### config.mk
export PLATFORM = sky130hd
export DESIGN_NAME = encode_opnd_bytes
export DESIGN_NICKNAME = d
export VERILOG_FILES = /design/src/rtl/encode_opnd_bytes_pkg.sv /design/src/rtl/encode_opnd_bytes_len.sv /design/src/rtl/encode_opnd_bytes.sv
export SDC_FILE = /design/constraint.sdc
export NUM_CORES = 1
export LEC_CHECK = 0
export CORE_MARGIN = 10
export CORE_UTILIZATION = 55
export DETAILED_ROUTE_END_ITERATION = 6
export PLACE_DENSITY = 0.86
export SLEW_MARGIN = 20
export SYNTH_ARGS = -nofsm -noshare
export SYNTH_HDL_FRONTEND = slang
export SYNTH_SLANG_ARGS = --single-unit
### constraint.sdc
create_clock -name clk -period 9.65 [get_ports clk]
set_input_delay 2.4125 -clock clk [delete_from_list [all_inputs] [get_ports clk]]
set_output_delay 2.4125 -clock clk [all_outputs]
set_load 0.02 [all_outputs]
### src/rtl/encode_opnd_bytes_pkg.sv
// Shared definitions for the operand byte encoder: operand form codes,
// encoder FSM states, maximum instruction length and the derived-length
// helper that is also used by the decoder bench.
package encode_opnd_bytes_pkg;

    localparam int MAX_INSTR_LEN = 11;

    localparam logic [3:0] OPND_ENC_NONE                = 4'd0;
    localparam logic [3:0] OPND_ENC_IMM                 = 4'd1;
    localparam logic [3:0] OPND_ENC_REG_IMM             = 4'd2;
    localparam logic [3:0] OPND_ENC_EAX_IMM             = 4'd3;
    localparam logic [3:0] OPND_ENC_DISP8               = 4'd4;
    localparam logic [3:0] OPND_ENC_DISP32              = 4'd5;
    localparam logic [3:0] OPND_ENC_MODREGRM_RM         = 4'd6;
    localparam logic [3:0] OPND_ENC_MODREGRM_RM_IMM     = 4'd7;
    localparam logic [3:0] OPND_ENC_MODREGRM_RM_REG     = 4'd8;
    localparam logic [3:0] OPND_ENC_MODREGRM_RM_REG_IMM = 4'd9;
    localparam logic [3:0] OPND_ENC_MODREGRM_RM_REG_CL  = 4'd10;
    localparam logic [3:0] OPND_ENC_MODREGRM_RM_CL      = 4'd11;
    localparam logic [3:0] OPND_ENC_MODREGRM_REG_RM     = 4'd12;
    localparam logic [3:0] OPND_ENC_MODREGRM_REG_RM_IMM = 4'd13;
    localparam logic [3:0] OPND_ENC_REG                 = 4'd14;

    typedef enum logic [2:0] {
        ST_IDLE  = 3'd0,
        ST_OPC   = 3'd1,
        ST_MODRM = 3'd2,
        ST_SIB   = 3'd3,
        ST_DISP  = 3'd4,
        ST_IMM   = 3'd5
    } enc_state_t;

    typedef struct packed {
        logic       has_modrm;
        logic       has_sib;
        logic [2:0] disp_len;
        logic [2:0] imm_len;
        logic [3:0] instr_len;
    } opnd_len_t;

    // Field presence and byte counts for one instruction; exact inverse of
    // the operand decoder's length rules.
    function automatic opnd_len_t calc_opnd_len(
        input logic [3:0] form,
        input logic [1:0] md,
        input logic [2:0] rm,
        input logic [2:0] sib_base,
        input logic       addr16,
        input logic       opnd16,
        input logic       imm8
    );
        opnd_len_t r;
        logic      direct;
        logic      d32;
        logic      d8;
        logic      has_imm;
        r.has_modrm = form inside {OPND_ENC_MODREGRM_RM, OPND_ENC_MODREGRM_RM_IMM,
                                   OPND_ENC_MODREGRM_RM_REG, OPND_ENC_MODREGRM_RM_REG_IMM,
                                   OPND_ENC_MODREGRM_RM_REG_CL, OPND_ENC_MODREGRM_RM_CL,
                                   OPND_ENC_MODREGRM_REG_RM, OPND_ENC_MODREGRM_REG_RM_IMM};
        direct      = r.has_modrm && (md == 2'b11);
        r.has_sib   = r.has_modrm && !addr16 && !direct && (rm == 3'b100);
        d32 = (form == OPND_ENC_DISP32)
            || (r.has_modrm && !direct && ((rm == 3'b101 && md == 2'b00) || md == 2'b10))
            || (r.has_sib && sib_base == 3'b101 && (md == 2'b00 || md == 2'b10));
        d8  = (form == OPND_ENC_DISP8) || (r.has_modrm && md == 2'b01);
        r.disp_len = d32 ? 3'd4 : (d8 ? 3'd1 : 3'd0);
        has_imm = form inside {OPND_ENC_IMM, OPND_ENC_MODREGRM_RM_IMM, OPND_ENC_REG_IMM,
                               OPND_ENC_EAX_IMM, OPND_ENC_MODREGRM_REG_RM_IMM,
                               OPND_ENC_MODREGRM_RM_REG_IMM};
        r.imm_len = !has_imm ? 3'd0 : (opnd16 ? 3'd2 : (imm8 ? 3'd1 : 3'd4));
        r.instr_len = 4'd1 + 4'(r.has_modrm) + 4'(r.has_sib)
                    + 4'(r.disp_len) + 4'(r.imm_len);
        return r;
    endfunction

    // Little-endian byte select out of a 32-bit field.
    function automatic logic [7:0] sel_byte(input logic [31:0] w, input logic [1:0] idx);
        case (idx)
            2'd0:    return w[7:0];
            2'd1:    return w[15:8];
            2'd2:    return w[23:16];
            default: return w[31:24];
        endcase
    endfunction

endpackage

### src/rtl/encode_opnd_bytes_len.sv
// Purely combinational length calculator for the operand byte encoder.
module encode_opnd_len
    import encode_opnd_bytes_pkg::*;
#(
    parameter int LEN_W = 4
) (
    input  logic [3:0]       i_form,
    input  logic [1:0]       i_mod,
    input  logic [2:0]       i_rm,
    input  logic [2:0]       i_sib_base,
    input  logic             i_addr16,
    input  logic             i_opnd16,
    input  logic             i_imm8,
    output logic             o_has_modrm,
    output logic             o_has_sib,
    output logic [2:0]       o_disp_len,
    output logic [2:0]       o_imm_len,
    output logic [LEN_W-1:0] o_instr_len
);

    opnd_len_t w_len;

    // Evaluate the shared length rules on the live request fields.
    always_comb begin
        w_len       = calc_opnd_len(i_form, i_mod, i_rm, i_sib_base, i_addr16, i_opnd16, i_imm8);
        o_has_modrm = w_len.has_modrm;
        o_has_sib   = w_len.has_sib;
        o_disp_len  = w_len.disp_len;
        o_imm_len   = w_len.imm_len;
        o_instr_len = LEN_W'(w_len.instr_len);
    end

endmodule

### src/rtl/encode_opnd_bytes.sv
// Operand byte encoder: serializes opcode, ModR/M, SIB, displacement and
// immediate of one instruction into a valid/ready byte stream.
// Optional feature macro ENCODE_PACKED_INSTR_EN adds instr_packed/instr_done,
// a packed copy of the emitted instruction for direct use by the decoder.
module encode_opnd_bytes
    import encode_opnd_bytes_pkg::*;
#(
    parameter int LEN_W = 4
) (
    input  logic             clk,
    input  logic             rst,
    input  logic             req_valid,
    output logic             req_ready,
    input  logic [7:0]       opcode,
    input  logic [3:0]       opnd_form,
    input  logic [7:0]       modrm,
    input  logic [7:0]       sib,
    input  logic [31:0]      disp,
    input  logic [31:0]      imm,
    input  logic             prefix_address_16bit,
    input  logic             prefix_operand_16bit,
    input  logic             imm_1byte,
    output logic             out_valid,
    input  logic             out_ready,
    output logic [7:0]       out_byte,
    output logic             out_last,
    output logic [LEN_W-1:0] instr_len
`ifdef ENCODE_PACKED_INSTR_EN
    ,
    output logic [87:0]      instr_packed,
    output logic             instr_done
`endif
);

    logic             w_has_modrm;
    logic             w_has_sib;
    logic [2:0]       w_disp_len;
    logic [2:0]       w_imm_len;
    logic [LEN_W-1:0] w_instr_len;

    enc_state_t       r_state;
    logic             r_req_ready;
    logic             r_out_valid;
    logic [7:0]       r_out_byte;
    logic             r_out_last;
    logic [LEN_W-1:0] r_instr_len;
    logic [LEN_W-1:0] r_remaining;
    logic [1:0]       r_cnt;
    logic [7:0]       r_modrm;
    logic [7:0]       r_sib;
    logic [31:0]      r_disp;
    logic [31:0]      r_imm;
    logic             r_has_modrm;
    logic             r_has_sib;
    logic [2:0]       r_disp_len;
    logic [2:0]       r_imm_len;

    enc_state_t       w_nstate;
    logic [1:0]       w_ncnt;
    logic [7:0]       w_nbyte;

    encode_opnd_len #(.LEN_W(LEN_W)) u_len (
        .i_form      (opnd_form),
        .i_mod       (modrm[7:6]),
        .i_rm        (modrm[2:0]),
        .i_sib_base  (sib[2:0]),
        .i_addr16    (prefix_address_16bit),
        .i_opnd16    (prefix_operand_16bit),
        .i_imm8      (imm_1byte),
        .o_has_modrm (w_has_modrm),
        .o_has_sib   (w_has_sib),
        .o_disp_len  (w_disp_len),
        .o_imm_len   (w_imm_len),
        .o_instr_len (w_instr_len)
    );

    // Pick the field and byte that follow the one currently presented,
    // skipping fields of zero length.
    always_comb begin
        w_nstate = ST_IDLE;
        w_ncnt   = 2'd0;
        if ((r_state == ST_DISP && {1'b0, r_cnt} != r_disp_len - 3'd1) ||
            (r_state == ST_IMM  && {1'b0, r_cnt} != r_imm_len  - 3'd1)) begin
            w_nstate = r_state;
            w_ncnt   = r_cnt + 2'd1;
        end else if (r_state == ST_OPC && r_has_modrm) begin
            w_nstate = ST_MODRM;
        end else if (r_state inside {ST_OPC, ST_MODRM} && r_has_sib) begin
            w_nstate = ST_SIB;
        end else if (r_state inside {ST_OPC, ST_MODRM, ST_SIB} && r_disp_len != 3'd0) begin
            w_nstate = ST_DISP;
        end else if (r_state != ST_IMM && r_imm_len != 3'd0) begin
            w_nstate = ST_IMM;
        end
        case (w_nstate)
            ST_MODRM: w_nbyte = r_modrm;
            ST_SIB:   w_nbyte = r_sib;
            ST_DISP:  w_nbyte = sel_byte(r_disp, w_ncnt);
            ST_IMM:   w_nbyte = sel_byte(r_imm, w_ncnt);
            default:  w_nbyte = 8'h00;
        endcase
    end

    // Main FSM: accept a request, then step one byte per output handshake.
    always_ff @(posedge clk) begin
        if (rst) begin
            r_state     <= ST_IDLE;
            r_req_ready <= 1'b1;
            r_out_valid <= 1'b0;
            r_out_byte  <= 8'h00;
            r_out_last  <= 1'b0;
            r_instr_len <= '0;
            r_remaining <= '0;
            r_cnt       <= 2'd0;
            r_modrm     <= 8'h00;
            r_sib       <= 8'h00;
            r_disp      <= 32'h0;
            r_imm       <= 32'h0;
            r_has_modrm <= 1'b0;
            r_has_sib   <= 1'b0;
            r_disp_len  <= 3'd0;
            r_imm_len   <= 3'd0;
        end else if (r_state == ST_IDLE) begin
            if (req_valid) begin
                r_state     <= ST_OPC;
                r_req_ready <= 1'b0;
                r_out_valid <= 1'b1;
                r_out_byte  <= opcode;
                r_out_last  <= (w_instr_len == LEN_W'(1));
                r_instr_len <= w_instr_len;
                r_remaining <= w_instr_len;
                r_cnt       <= 2'd0;
                r_modrm     <= modrm;
                r_sib       <= sib;
                r_disp      <= disp;
                r_imm       <= imm;
                r_has_modrm <= w_has_modrm;
                r_has_sib   <= w_has_sib;
                r_disp_len  <= w_disp_len;
                r_imm_len   <= w_imm_len;
            end
        end else if (out_ready) begin
            if (r_out_last) begin
                r_state     <= ST_IDLE;
                r_req_ready <= 1'b1;
                r_out_valid <= 1'b0;
                r_out_last  <= 1'b0;
                r_cnt       <= 2'd0;
                r_remaining <= '0;
            end else begin
                r_state     <= w_nstate;
                r_cnt       <= w_ncnt;
                r_out_byte  <= w_nbyte;
                r_out_last  <= (r_remaining == LEN_W'(2));
                r_remaining <= r_remaining - LEN_W'(1);
            end
        end
    end

    assign req_ready = r_req_ready;
    assign out_valid = r_out_valid;
    assign out_byte  = r_out_byte;
    assign out_last  = r_out_last;
    assign instr_len = r_instr_len;

`ifdef ENCODE_PACKED_INSTR_EN
    logic [87:0]      r_instr_packed;
    logic             r_instr_done;
    logic [LEN_W-1:0] w_idx;

    assign w_idx = r_instr_len - r_remaining;

    // Mirror each emitted byte into the packed image; flag completion.
    always_ff @(posedge clk) begin
        if (rst) begin
            r_instr_packed <= '0;
            r_instr_done   <= 1'b0;
        end else begin
            r_instr_done <= 1'b0;
            if (r_state == ST_IDLE && req_valid) begin
                r_instr_packed <= '0;
            end else if (r_out_valid && out_ready) begin
                r_instr_packed[{w_idx, 3'b000} +: 8] <= r_out_byte;
                r_instr_done <= r_out_last;
            end
        end
    end

    assign instr_packed = r_instr_packed;
    assign instr_done   = r_instr_done;
`endif

endmodule

==> flow_summary.ini <==
[drt]
drt_iter0_markers = 690
drc_errors = 1
vias = 5552
viasPerCell = 5.93
wire_per_inst_um = 17.4
detail-route-antenna-nets = 0
dr.pass1.iters = 7
routed_wl_um = 16300

[setup_path]
cp.arrival_ns = 5.59
worst_path_largest_cell_delay_ns = 0.55
crit_family = adder cells
cp-start-kind = primary input
endpoint_kind = flop
criticalPathCategory = in -> reg
crit_top_cell = fa_1
critPathSlowestCell = clkdlybuf4s50_1
path_cells = clkdlybuf4s50_1 > nand2_1 > xnor2_1 > nand3_1 > fa_1 > inv_1 > ha_1 > fa_1 > xor2_1 > nor4_1 > a311oi_1 > a211oi_1
crit_required_ns = 9.88
path_buf_inv = 2
path_max_fanout = 6

[final_layout]
drive_above_1_share_pct = 6.84
antennaDiodeCount = 0
fin_area_um2 = 6870
layout_commonest_cell = nand2_1
area_growth_pct = 23.1
fin_cells = 937
final_nets = 910
final_cell_mix = nand2_1, a21oi_1, clkdlybuf4s50_1, dfxtp_1, nor2_1

[logic_synthesis]
synth_top_area_share_pct = 39.8
synth_top_area_cell = dfxtp_1
async_flop_share_pct = 0
ys_types = 64
yosysWarningCount = 0
synth_area_per_cell_um2 = 7.70
syn_nets = 836
ys_ff_latch = 111
synthesis.area_um2 = 5580
synth_edf_count = 0
seq_area_frac_synth_pct = 39.8
synthFlopType = dfxtp_1
synthTopCellsByArea = dfxtp_1, nand2_1, a21oi_1
syn_inst = 725

[placed_design]
dp_slack_ns = 3.94
place_area_um2 = 6620
dp_hpwl_um = 11800
portBuffers = 113
dp_cells = 920
finalWeightedCongestion = 0.897

[cts]
cts.clk_slew.worst_paths_ns = 0.11
clk_latency_ns = 0.38
post_cts_buffers = 0
cts_made_buffers = 9
hold_buffers = 0
cts_resized = 0
cts_sinks = 111
cts-root-buf = clkbuf_8
htree_levels = 3
clockBufferDepth = 2
cts_tree = yes

[floorplan]
ios = 114
die-height_um = 121
rows = 36
coreArea_um2 = 9820
start_util_pct = 56.9
dieArea_um2 = 14600
die_x_um = 121

[min_path]
hp-class = reg -> reg

[run]
max_cap_violations = 0

[sta]
worstMarginPinSlew_ns = 0.853
fmax_ghz = 0.186
whs_ns = 0.462
final-setup-viol-count = 0
fin_ws_ns = 4.28
relSlewSlack_pct = 43.1
skew_ns = 0.0135
timing.final.crit_period_ns = 5.37
final.period_utilization_pct = 55.6
rsz0062_at_grt = no
slew_violations = 0
tns_ns = 0
hold_violations = 0

[run_status]
outcome = complete, but fails checks
violations = design-rule violations

[global_routing]
first_global_vias = 5404
grt_max_degree = 113
grt_overflow_total = 0
antenna_found_initial = 0
globalRouteTotalUtil_pct = 21.4
grt_first_pass_wirelength_um = 26100

[power_and_ir_drop]
ir_drop_v = 0.000102
powerDensity_nw_per_um2 = 162
p_leak_nw = 2.56
-- layout make-up --
type / instances / area, µm²
Sequential cell: 111 / 2220
Inverter: 18 / 67.6
Fill cell: 845 / 2950
Clock buffer: 9 / 124
Clock inverter: 7 / 101
Timing Repair Buffer: 115 / 1170
Tap cell: 133 / 166
Multi-Input combinational cell: 544 / 3030
-- cell families after synthesis --
kind of cell               count (synthesis)  synth area share (%)
xor gates and xnor gates                   6                 0.941
buffers and inverters                     70                  6.10
and+or+nand+nor                          309                  24.7
DFF                                      111                  39.8
muxes                                      1                 0.179
adders and majority gates                 12                  2.96
AOI/OAI and AO/OA                        216                  25.3
-- cells in the mapped netlist (2+ instances only) --
cell	instances
a211oi_1	4
a21o_1	3
a21oi_1	126
a21oi_2	2
a221o_1	10
a221o_2	6
a22o_1	2
a22o_2	7
a311oi_1	4
a31oi_1	5
and2_1	2
buf_2	14
buf_4	4
buf_6	4
clkbuf_1	26
dfxtp_1	111
fa_1	2
ha_1	10
inv_1	18
nand2_1	200
nand2b_1	11
nand3_1	12
nand3b_1	3
nor2_1	37
nor2_2	2
nor2b_1	9
nor3_1	13
nor3_2	8
nor3b_1	3
o2111ai_1	15
o211ai_1	2
o21a_1	2
o21ai_0	10
o21ai_1	2
o21bai_1	2
o31ai_1	2
xnor2_1	3
xor2_1	3
-- per-layer routing --
metal / track usage [%] / vias up / routed length, µm
met4: 7.92 / 0 / 371
met2: 36.9 / 259 / 7890
met5: 0 / - / 0
met1: 26.0 / 2600 / 6900
met3: 3.96 / 34 / 1120
li1: - / 2659 / -
-- worst reg2reg max path: cells and delay by family, from the launching register on --
kind / cells / cell delay, ns
AOI/OAI and AO/OA: 3 / 0.49
buffers and inverters: 1 / 0.62
DFF: 1 / 0.44
and+or+nand+nor: 3 / 1.23
-- flip-flops by register name, indices dropped and copies added, names as in the netlist, 2 cells and up --
register and flops:
r_remaining 4, r_cnt 2, r_disp 32, out_byte 8
r_disp_len 2, r_sib 8, instr_len 4, r_imm 32
r_state 3, r_imm_len 3, r_modrm 8
-- per-stage QoR --
step                      utilization, %  power (mW)
after floorplan                        -       0.700
after global placement              67.4       0.791
after detailed placement            67.4       0.802
after CTS                           69.7        1.11
after global routing                70.0        1.16
final                               70.0        1.11
-- worst paths after layout --
path                                                start                          end  slack [ns]  cells past startpoint
worst max-delay path                         opnd_form[1]        out_last$_SDFFE_PP0P_        4.28                     12
worst min-delay path            instr_len[0]$_SDFFE_PP0P_    instr_len[0]$_SDFFE_PP0P_        0.46                      2
worst max register to register    r_state[2]$_SDFFE_PP0P_  r_remaining[3]$_SDFFE_PP0P_        6.71                      7
worst min register to register  instr_len[0]$_SDFFE_PP0P_    instr_len[0]$_SDFFE_PP0P_        0.46                      2
-- power breakdown --
| part | total, mW | switching [mW] | leakage, nW | internal, mW |
|---|---|---|---|---|
| sequential | 0.532 | 0.0340 | 0.911 | 0.498 |
| clock | 0.314 | 0.165 | 0.112 | 0.150 |
| combinational | 0.268 | 0.149 | 1.54 | 0.119 |
| total | 1.11 | 0.348 | 2.56 | 0.767 |
(Power assumes the default switching activity.)
